**config.mk**
```make
export PLATFORM = sky130hd
export DESIGN_NAME = mult_addr_gen_flat
export DESIGN_NICKNAME = d
export VERILOG_FILES = /design/src/rtl/mult_addr_gen_pkg.sv /design/src/rtl/mult_addr_gen_if.sv /design/src/rtl/mult_addr_gen_pop_count16.sv /design/src/rtl/mult_addr_gen.sv /design/src/flat_wrapper.sv
export SDC_FILE = /design/constraint.sdc
export NUM_CORES = 1
export LEC_CHECK = 0
export BUFFER_PORTS_ARGS = -buffer_cell sky130_fd_sc_hd__buf_2
export CAP_MARGIN = 20
export CORE_MARGIN = 2
export CORE_UTILIZATION = 30
export CTS_CLUSTER_SIZE = 14
export DETAILED_ROUTE_END_ITERATION = 10
export GPL_TIMING_DRIVEN = 0
export PLACE_DENSITY = 0.46
export SETUP_SLACK_MARGIN = 0.1
export SLEW_MARGIN = 20
export SYNTH_ARGS = -nofsm -noshare
export SYNTH_HDL_FRONTEND = slang
export SYNTH_SLANG_ARGS = --single-unit
export TNS_END_PERCENT = 30
```
**constraint.sdc**
```tcl
create_clock -name clk -period 6.6 [get_ports clk]
set_input_delay 0.33 -clock clk [delete_from_list [all_inputs] [get_ports clk]]
set_output_delay 0.33 -clock clk [all_outputs]
set_load 0.02 [all_outputs]
```
**src/rtl/mult_addr_gen_pkg.sv**
```systemverilog
// Shared types and constants for the LDM/STM address generator.
package mult_pkg;

  typedef enum logic [1:0] {IDLE, XFER, WB, DONE} state_t;

  localparam int WORD_BYTES = 4;

  // Addressing modes, encoded as {P,U}
  localparam logic [1:0] MODE_DA = 2'b00;
  localparam logic [1:0] MODE_IA = 2'b01;
  localparam logic [1:0] MODE_DB = 2'b10;
  localparam logic [1:0] MODE_IB = 2'b11;

endpackage

```
**src/rtl/mult_addr_gen_if.sv**
```systemverilog
// Descriptor, register-index and memory-beat signals of mult_addr_gen.
// MULT_ADDR_GEN_CHECK_EN adds the err status line.
interface mult_addr_gen_if #(parameter int ADDR_W = 32);
  logic              start;
  logic [15:0]       reg_list;
  logic [ADDR_W-1:0] base;
  logic              pre;
  logic              up;
  logic              wb;
  logic              reg_valid;
  logic [3:0]        reg_idx;
  logic              reg_ready;
  logic              mem_valid;
  logic [ADDR_W-1:0] mem_addr;
  logic [3:0]        mem_reg;
  logic              mem_last;
  logic              mem_ready;
  logic              wb_valid;
  logic [ADDR_W-1:0] wb_data;
  logic              busy;
  logic              done;
`ifdef MULT_ADDR_GEN_CHECK_EN
  logic              err;
`endif

  modport slave (
    input  start, reg_list, base, pre, up, wb, reg_valid, reg_idx, mem_ready,
`ifdef MULT_ADDR_GEN_CHECK_EN
    output err,
`endif
    output reg_ready, mem_valid, mem_addr, mem_reg, mem_last,
    output wb_valid, wb_data, busy, done
  );

  modport master (
    output start, reg_list, base, pre, up, wb, reg_valid, reg_idx, mem_ready,
`ifdef MULT_ADDR_GEN_CHECK_EN
    input  err,
`endif
    input  reg_ready, mem_valid, mem_addr, mem_reg, mem_last,
    input  wb_valid, wb_data, busy, done
  );
endinterface

```
**src/rtl/mult_addr_gen_pop_count16.sv**
```systemverilog
// 16-bit population count, purely combinational.
module pop_count16 (
  input  logic [15:0] i_vec,
  output logic [4:0]  o_cnt
);
  always_comb begin
    o_cnt = '0;
    for (int i = 0; i < 16; i++) o_cnt = o_cnt + 5'(i_vec[i]);
  end
endmodule

```
**src/rtl/mult_addr_gen.sv**
```systemverilog
// LDM/STM beat address generator: one word address per decoded register index.
// MULT_ADDR_GEN_CHECK_EN enables register-list consistency checking (err output).
module mult_addr_gen
  import mult_pkg::*;
#(
  parameter int ADDR_W = 32,
  parameter int NREG   = 16
) (
  input  logic           clk,
  input  logic           rst,
  mult_addr_gen_if.slave bus
);
  localparam int CNT_W = $clog2(NREG + 1);
  localparam logic [ADDR_W-1:0] WORD = ADDR_W'(WORD_BYTES);

  state_t            r_state, w_next;
  logic [CNT_W-1:0]  w_cnt, r_remain;
  logic [ADDR_W-1:0] w_span, w_start_addr, w_final;
  logic [ADDR_W-1:0] r_addr, r_final, r_mem_addr, r_wb_data;
  logic [3:0]        r_mem_reg;
  logic              r_w, r_mem_valid, r_mem_last;
  logic              w_cap, w_accept, w_beat_done, w_enter_wb;
  logic              w_reg_ready, w_busy, w_done, w_wb_valid;

  pop_count16 u_pop (.i_vec(bus.reg_list), .o_cnt(w_cnt));

  assign w_span = ADDR_W'(w_cnt) * WORD;

  always_comb begin
    w_start_addr = bus.base;
    case ({bus.pre, bus.up})
      MODE_IA: w_start_addr = bus.base;
      MODE_IB: w_start_addr = bus.base + WORD;
      MODE_DA: w_start_addr = bus.base - w_span + WORD;
      MODE_DB: w_start_addr = bus.base - w_span;
      default: w_start_addr = bus.base;
    endcase
  end

  assign w_final     = bus.up ? bus.base + w_span : bus.base - w_span;
  assign w_cap       = (r_state == IDLE) && bus.start;
  assign w_accept    = bus.reg_valid && w_reg_ready;
  assign w_beat_done = r_mem_valid && bus.mem_ready;
  assign w_enter_wb  = (w_next == WB) && (r_state != WB);

  always_ff @(posedge clk) begin
    if (!rst) r_state <= IDLE;
    else      r_state <= w_next;
  end

  always_comb begin
    w_next = r_state;
    case (r_state)
      IDLE: if (bus.start) w_next = (w_cnt == '0) ? WB : XFER;
      XFER: if (w_beat_done && r_mem_last) w_next = WB;
      WB:   w_next = DONE;
      DONE: w_next = IDLE;
      default: w_next = IDLE;
    endcase
  end

  always_comb begin
    w_busy      = (r_state != IDLE);
    w_done      = (r_state == DONE);
    w_wb_valid  = (r_state == WB) && r_w;
    w_reg_ready = (r_state == XFER) && (r_remain != '0) &&
                  (!r_mem_valid || bus.mem_ready);
  end

  always_ff @(posedge clk) begin
    if (!rst) begin
      r_remain    <= '0;
      r_addr      <= '0;
      r_final     <= '0;
      r_w         <= 1'b0;
      r_mem_valid <= 1'b0;
      r_mem_addr  <= '0;
      r_mem_reg   <= '0;
      r_mem_last  <= 1'b0;
      r_wb_data   <= '0;
    end else begin
      if (w_cap) begin
        r_remain <= w_cnt;
        r_addr   <= {w_start_addr[ADDR_W-1:2], 2'b00};
        r_final  <= w_final;
        r_w      <= bus.wb;
      end
      // A new beat may replace the current one in the same cycle it is taken
      if (w_accept) begin
        r_mem_valid <= 1'b1;
        r_mem_addr  <= r_addr;
        r_mem_reg   <= bus.reg_idx;
        r_mem_last  <= (r_remain == CNT_W'(1));
        r_addr      <= r_addr + WORD;
        r_remain    <= r_remain - CNT_W'(1);
      end else if (bus.mem_ready) begin
        r_mem_valid <= 1'b0;
        r_mem_last  <= 1'b0;
      end
      if (w_enter_wb) r_wb_data <= (r_state == IDLE) ? bus.base : r_final;
    end
  end

`ifdef MULT_ADDR_GEN_CHECK_EN
  logic [15:0] r_list_rem;
  logic [3:0]  r_prev;
  logic        r_have_prev, r_err;

  always_ff @(posedge clk) begin
    if (!rst) begin
      r_list_rem  <= '0;
      r_prev      <= '0;
      r_have_prev <= 1'b0;
      r_err       <= 1'b0;
    end else if (w_cap) begin
      r_list_rem  <= bus.reg_list;
      r_have_prev <= 1'b0;
      r_err       <= 1'b0;
    end else if (w_accept) begin
      if (!r_list_rem[bus.reg_idx] || (r_have_prev && (bus.reg_idx <= r_prev)))
        r_err <= 1'b1;
      r_list_rem[bus.reg_idx] <= 1'b0;
      r_prev      <= bus.reg_idx;
      r_have_prev <= 1'b1;
    end
  end

  assign bus.err = r_err;
`endif

  assign bus.reg_ready = w_reg_ready;
  assign bus.mem_valid = r_mem_valid;
  assign bus.mem_addr  = r_mem_addr;
  assign bus.mem_reg   = r_mem_reg;
  assign bus.mem_last  = r_mem_last;
  assign bus.wb_valid  = w_wb_valid;
  assign bus.wb_data   = r_wb_data;
  assign bus.busy      = w_busy;
  assign bus.done      = w_done;

endmodule

```
**src/flat_wrapper.sv**
```systemverilog
// flat-port wrapper written by rule: the top's interface ports become plain ports
module mult_addr_gen_flat import mult_pkg::*;
#(
  parameter int ADDR_W = 32,
  parameter int NREG   = 16
)
  (clk, rst, bus_start, bus_reg_list, bus_base, bus_pre, bus_up, bus_wb, bus_reg_valid, bus_reg_idx, bus_mem_ready, bus_reg_ready, bus_mem_valid, bus_mem_addr, bus_mem_reg, bus_mem_last, bus_wb_valid, bus_wb_data, bus_busy, bus_done);
  mult_addr_gen_if #(.ADDR_W(ADDR_W)) bus_i ();
  input  logic clk;
  input  logic rst;
  input wire logic [$bits(bus_i.start)-1:0] bus_start;
  input wire logic [$bits(bus_i.reg_list)-1:0] bus_reg_list;
  input wire logic [$bits(bus_i.base)-1:0] bus_base;
  input wire logic [$bits(bus_i.pre)-1:0] bus_pre;
  input wire logic [$bits(bus_i.up)-1:0] bus_up;
  input wire logic [$bits(bus_i.wb)-1:0] bus_wb;
  input wire logic [$bits(bus_i.reg_valid)-1:0] bus_reg_valid;
  input wire logic [$bits(bus_i.reg_idx)-1:0] bus_reg_idx;
  input wire logic [$bits(bus_i.mem_ready)-1:0] bus_mem_ready;
  output wire logic [$bits(bus_i.reg_ready)-1:0] bus_reg_ready;
  output wire logic [$bits(bus_i.mem_valid)-1:0] bus_mem_valid;
  output wire logic [$bits(bus_i.mem_addr)-1:0] bus_mem_addr;
  output wire logic [$bits(bus_i.mem_reg)-1:0] bus_mem_reg;
  output wire logic [$bits(bus_i.mem_last)-1:0] bus_mem_last;
  output wire logic [$bits(bus_i.wb_valid)-1:0] bus_wb_valid;
  output wire logic [$bits(bus_i.wb_data)-1:0] bus_wb_data;
  output wire logic [$bits(bus_i.busy)-1:0] bus_busy;
  output wire logic [$bits(bus_i.done)-1:0] bus_done;
  assign bus_i.start = bus_start;
  assign bus_i.reg_list = bus_reg_list;
  assign bus_i.base = bus_base;
  assign bus_i.pre = bus_pre;
  assign bus_i.up = bus_up;
  assign bus_i.wb = bus_wb;
  assign bus_i.reg_valid = bus_reg_valid;
  assign bus_i.reg_idx = bus_reg_idx;
  assign bus_i.mem_ready = bus_mem_ready;
  assign bus_reg_ready = bus_i.reg_ready;
  assign bus_mem_valid = bus_i.mem_valid;
  assign bus_mem_addr = bus_i.mem_addr;
  assign bus_mem_reg = bus_i.mem_reg;
  assign bus_mem_last = bus_i.mem_last;
  assign bus_wb_valid = bus_i.wb_valid;
  assign bus_wb_data = bus_i.wb_data;
  assign bus_busy = bus_i.busy;
  assign bus_done = bus_i.done;
  mult_addr_gen #(.ADDR_W(ADDR_W), .NREG(NREG)) u_core (.clk(clk), .rst(rst), .bus(bus_i));
endmodule
```
# Yosys cells after proc, flatten, opt, wreduce, memory -nomap -nowiden
# Cells that the tools add are included.
[word_totals]
reg_bits = 142
latchBits = 0
memories = 0
out_inout_bits = 74
rom_bits = 0
input_bits = 60
ramBits = 0
[classes]
bitwise_logic = 0
addsub = 21
reduce_logical = 17
muxes = 14
shift = 0
mul = 0
div = 0
magnitude_cmp = 0
n_eq_ne = 9
[ops]
columns = ["operator", "count"]
rows = [
  ["$mux W32", 4],
  ["$pmux W32 S4", 1],
  ["$add A32 B3 Y32 const B", 3],
  ["$add A5 B1 Y5", 11],
  ["$add A32 B7 Y32", 1],
  ["$sub A32 B7 Y32", 1],
  ["$eq A2 B2 Y1 const B", 5],
  ["$mux W5", 2],
  ["$logic_and A1 B1 Y1", 8],
  ["$pmux W2 S4", 1],
  ["$mux W2", 3],
  ["$reduce_bool A2 Y1", 3],
  ["$add A4 B1 Y5", 1],
  ["$eq A5 B1 Y1 const B", 1],
  ["$logic_not A5 Y1", 1],
  ["$reduce_bool A5 Y1", 1],
  ["$sub A5 B1 Y5 const B", 1],
  ["$add A3 B1 Y4", 1],
  ["$eq A2 B1 Y1 const B", 2],
  ["$logic_not A2 Y1", 2],
  ["$add A2 B1 Y3", 1],
  ["$mux W1", 3],
  ["$add A1 B1 Y2", 1],
  ["$ne A2 B2 Y1 const B", 1],
  ["other kinds (2)", 2],
]

# Depth between registers and ports, before layout
[depth]
ltp_word = 21
ltp_mapped = 25
mapped_depth_nobuf = 24

# Cells and area by module
# A second synthesis with hierarchy kept.
[unflattened]
hier_cells = 1371
hier_area_um2 = 10049.6
[modules_own_cells]
columns = ["mod", "area_each_um2", "n_inst", "cells_each", "seq_area_each_um2"]
rows = [
  ["mult_addr_gen", 9641.7, 1, 1324, 2762.6],
  ["pop_count16", 407.9, 1, 47, 0.0],
]

# Least setup slack after synthesis
# Ideal clock, no wire load.
[synth_path]
path_kind = "input -> register"
start = "input bus_reg_list[5]"
end = "register u_core.r_addr[19]"
setup_ps = 129
path_slack_ps = 389
stages = 23
arrival_ps = 6082
n_path_buf = 0
path_cell_list = "inv_1 -> fa_1 -> inv_1 -> fa_1 -> fa_1 -> inv_1 -> fa_1 -> inv_1 -> ha_1 -> inv_1 -> fa_1 -> xor2_1 -> inv_1 -> ha_1 -> nor2b_4 -> a2111oi_4 -> o21bai_2 -> a222oi_1 -> nand3_2 -> nor3_1 -> xor2_1 -> a2111oi_0 -> nor2_1"
[synth_between]
elab_chain_cells = 16
[synth_rtl]
columns = ["element", "line", "rtl"]
rows = [
  ["from (decl)", "flat_wrapper.sv:12", "input wire logic [$bits(bus_i.reg_list)-1:0] bus_reg_list;"],
  ["$add A5 B1 Y5 (*) (11 in a row)", "mult_addr_gen_pop_count16.sv:8", "for (int i = 0; i < 16; i++) o_cnt = o_cnt + 5'(i_vec[i]);"],
  ["$sub A32 B7 Y32 (*)", "mult_addr_gen.sv:34, mult_addr_gen.sv:35", ""],
  ["$add A32 B3 Y32", "mult_addr_gen.sv:34", "MODE_DA: w_start_addr = bus.base - w_span + WORD;"],
  ["$pmux W32 S4 (*)", "mult_addr_gen.sv:31", "case ({bus.pre, bus.up})"],
  ["$mux W32 (*)", "mult_addr_gen.sv:82", "if (w_cap) begin"],
  ["$mux W32 (*)", "mult_addr_gen.sv:89", "if (w_accept) begin"],
  ["to (signal assigned)", "mult_addr_gen.sv:84", "r_addr <= {w_start_addr[ADDR_W-1:2], 2'b00};"],
  ["to (signal assigned)", "mult_addr_gen.sv:94", "r_addr <= r_addr + WORD;"],
  ["to (decl)", "mult_addr_gen.sv:19", "logic [ADDR_W-1:0] r_addr, r_final, r_mem_addr, r_wb_data;"],
]
# Mark *: on every way between the ends. The rest lies on a longest branch, timed or not. The select of a mux whose other input is x is not followed.
# A chain may end at the register's enable or synchronous reset.

# Worst setup path in the final report
[layout_path]
start = "input bus_reg_list[5]"
end = "register u_core.r_addr[31]"
# Same word-level chain as after synthesis.

==> flow_summary.ini <==
[status]
run_status = completed

[die]
num_io_pins = 134
die_h_um = 187.2
die_area_um2 = 35060
die_w_um = 187.2
start_util_pct = 30.26
num_rows = 67
core_area_um2 = 33280

[worst_setup_path]
reg2reg_depth = 10
crit_start = bus_reg_list[5]
slowest_stage = fa_1
crit_path_max_incr_delay_ns = 0.52
setup.worst_path.class = primary input to register
cp_max_fo = 10
crit_path_end_kind = register
r2r-start = u_core.r_remain[0]
critPathArrivalTime_ns = 6.65
r2r_end = u_core.r_addr[19]
reg2reg_slack_ns = 3.02
worstPathRequired_ns = 6.91
startpoint_type = primary input
crit_path_end = u_core.r_addr[31]
cp_common_cell = inv_1

[logic_synthesis]
synth_top_area_share_pct = 27.43
synth-edff-count = 0
avgSynthCellArea_um2 = 7.417
synth_top_flop_cell = dfxtp_1
synthCells = 1358
ys_top_cells_by_count = nand2_1 (256), dfxtp_1 (138), clkbuf_1 (86)
synth_area_leader_cell = dfxtp_1
yosysWarnings = 0
yosys-top-cells-area = dfxtp_1 (27%), nand2_1 (9.5%), xnor2_1 (3.7%)
synth_cell_types = 81
ys_async_sr_fraction_pct = 0
synthesis.area_um2 = 10070
ys_ff_latch = 138
yosysSeqAreaShare_pct = 27.43
synth_most_common_cell = nand2_1

[drt]
dr.pass1.iters = 6
routed_wl_um = 41010
remaining_drc_errors = 0
ant_nets = 0
vias = 10560
drt_iter0_drc = 863
vias_per_cell = 5.371
wl_per_cell_um = 20.86

[worst_hold_path]
hold_depth = 3
worstHoldPathType = primary input to register

[sta]
slew_violations = 0
fin_crit_sh_pct = 96.07
setup_viol = 0
maxSlewHeadroom_pct = 33.98
fmax_ghz = 0.1577
rsz0062_at_grt = yes
whs_ns = 0.1309
hold_violations = 0
skew_ns = 0.009868
min_period_ns = 6.340
worstMarginPinSlew_ns = 0.9903

[clock_tree]
htree_levels = 4
hold_buffers = 0
cts_made_buffers = 17
worstSkewPairLatency_ns = 0.44
cts_tree = built
root_buffer = clkbuf_16
clkSinkCount = 138
path_clk_slew_ns = 0.07
cts_max_path_buffers = 2

[global_routing]
grt_usage_pct = 23.09
grt_pass1_vias = 9804
grt_pass1_wl_um = 61600
grt_max_degree = 17
antenna_found_initial = 0
grt_overflow = 0

[cells_and_area]
nets = 1600
insertedDiodeCount = 0
fillers = 3596
multi_input_area_um2 = 6833
final_cells = 1966
areaGrowthSynthToFinish_pct = 19.94
ff_latch_area_um2 = 2763
drive_gt1_share_pct = 14.43

[power_and_ir_drop]
powerDensity_nw_per_um2 = 386.1
ir_drop_mv = 0.2540
p_leak_nw = 4.930

[flow_run]
cap_violations = 0

[placed_design]
routabilityCongestion = 0.9528
hpwl_um = 32010
post-place-cells = 1926
io_buffers = 119
==> what timing repair did <==
action | CTS | global route
setup buffers | 5 | 4
pin swaps | 2 | 4
hold endpoints to repair | 0 | 0
gates resized for setup | 7 | 18
setup endpoints to repair | 22 | 21
==> kinds of logic after synthesis <==
family          synth area share, %
compound gates                24.45
flops                         27.43
buf+inv                       6.012
other cells                 0.03723
xor+xnor                      6.783
mux                           1.118
simple gates                  28.93
fa+ha+maj                     5.242
==> stage by stage <==
step	util (%)	worst slack (ns)	area, µm²	total power [W]	TNS [ns]
after floorplan	-	0.3895	10080	0.002716	0
after global placement	33.75	-0.8381	11230	0.003470	-13.50
after detailed placement	33.75	-0.8045	11230	0.003475	-13.69
after CTS	35.94	0.05866	11960	0.004614	0
after global routing	36.30	-0.03227	12080	0.004961	-0.03227
final	36.30	0.2595	12080	0.004664	0
==> worst min path at each step <==
stage,startpoint,endpoint,slack (ns)
2_1_floorplan,u_core.r_w,u_core.r_w,0.44
3_3_place_gp,u_core.bus.mem_addr[13],u_core.bus.mem_addr[13],0.45
3_5_place_dp,u_core.bus.mem_addr[22],u_core.bus.mem_addr[22],0.46
4_1_cts,bus_reg_idx[0],u_core.bus.mem_reg[0],0.12
5_1_grt,bus_reg_idx[0],u_core.bus.mem_reg[0],0.12
6_report,bus_reg_idx[0],u_core.bus.mem_reg[0],0.13
==> routing by layer <==
layer | share of wire, % | GRT usage, % | vias to the layer above
met5 | 0 | 0 | -
met4 | 2.0 | 6.838 | 0
met3 | 6.1 | 3.527 | 53
met2 | 44 | 35.95 | 421
met1 | 47 | 32.86 | 4987
li1 | - | - | 5099
==> where the power goes <==
group          internal, W  total, W  switching (W)
Sequential         0.00102   0.00117       0.000144
Combinational     0.000833   0.00242        0.00159
Clock             0.000682   0.00108       0.000397
Total              0.00254   0.00466        0.00213
==> final cells by class <==
cell class | instances | share of cell area [%]
multi-input cells | 1066 | 56.56
flip-flops and latches | 138 | 22.87
repair buffers | 128 | 5.489
well taps | 448 | 4.640
clock buffers | 18 | 3.635
plain buffers | 100 | 3.325
clock inverters | 14 | 1.802
inverters | 54 | 1.678
==> critical path, delay by kind of cell <==
kind            cells  cell delay (ns)
compound gates      4             0.67
xor+xnor            1             0.24
fa+ha+maj           7             2.95
buf+inv             9             0.92
simple gates        4             1.55
==> cells in the final DEF (no fill, tap or decap), types with 17 or more instances in the layout <==
master     instances
nand2_1          256
dfxtp_1          138
buf_2            123
clkbuf_1          83
nor2_1            76
o21ai_0           74
a21oi_1           63
nand3_1           59
inv_1             53
a21boi_0          43
xnor2_1           40
o211a_1           37
and2_1            34
xor2_1            34
nor3_1            28
ha_1              23
o22ai_1           20
nand4_1           17
clkbuf_16         17
No activity file was read; power rests on OpenSTA's default activity.
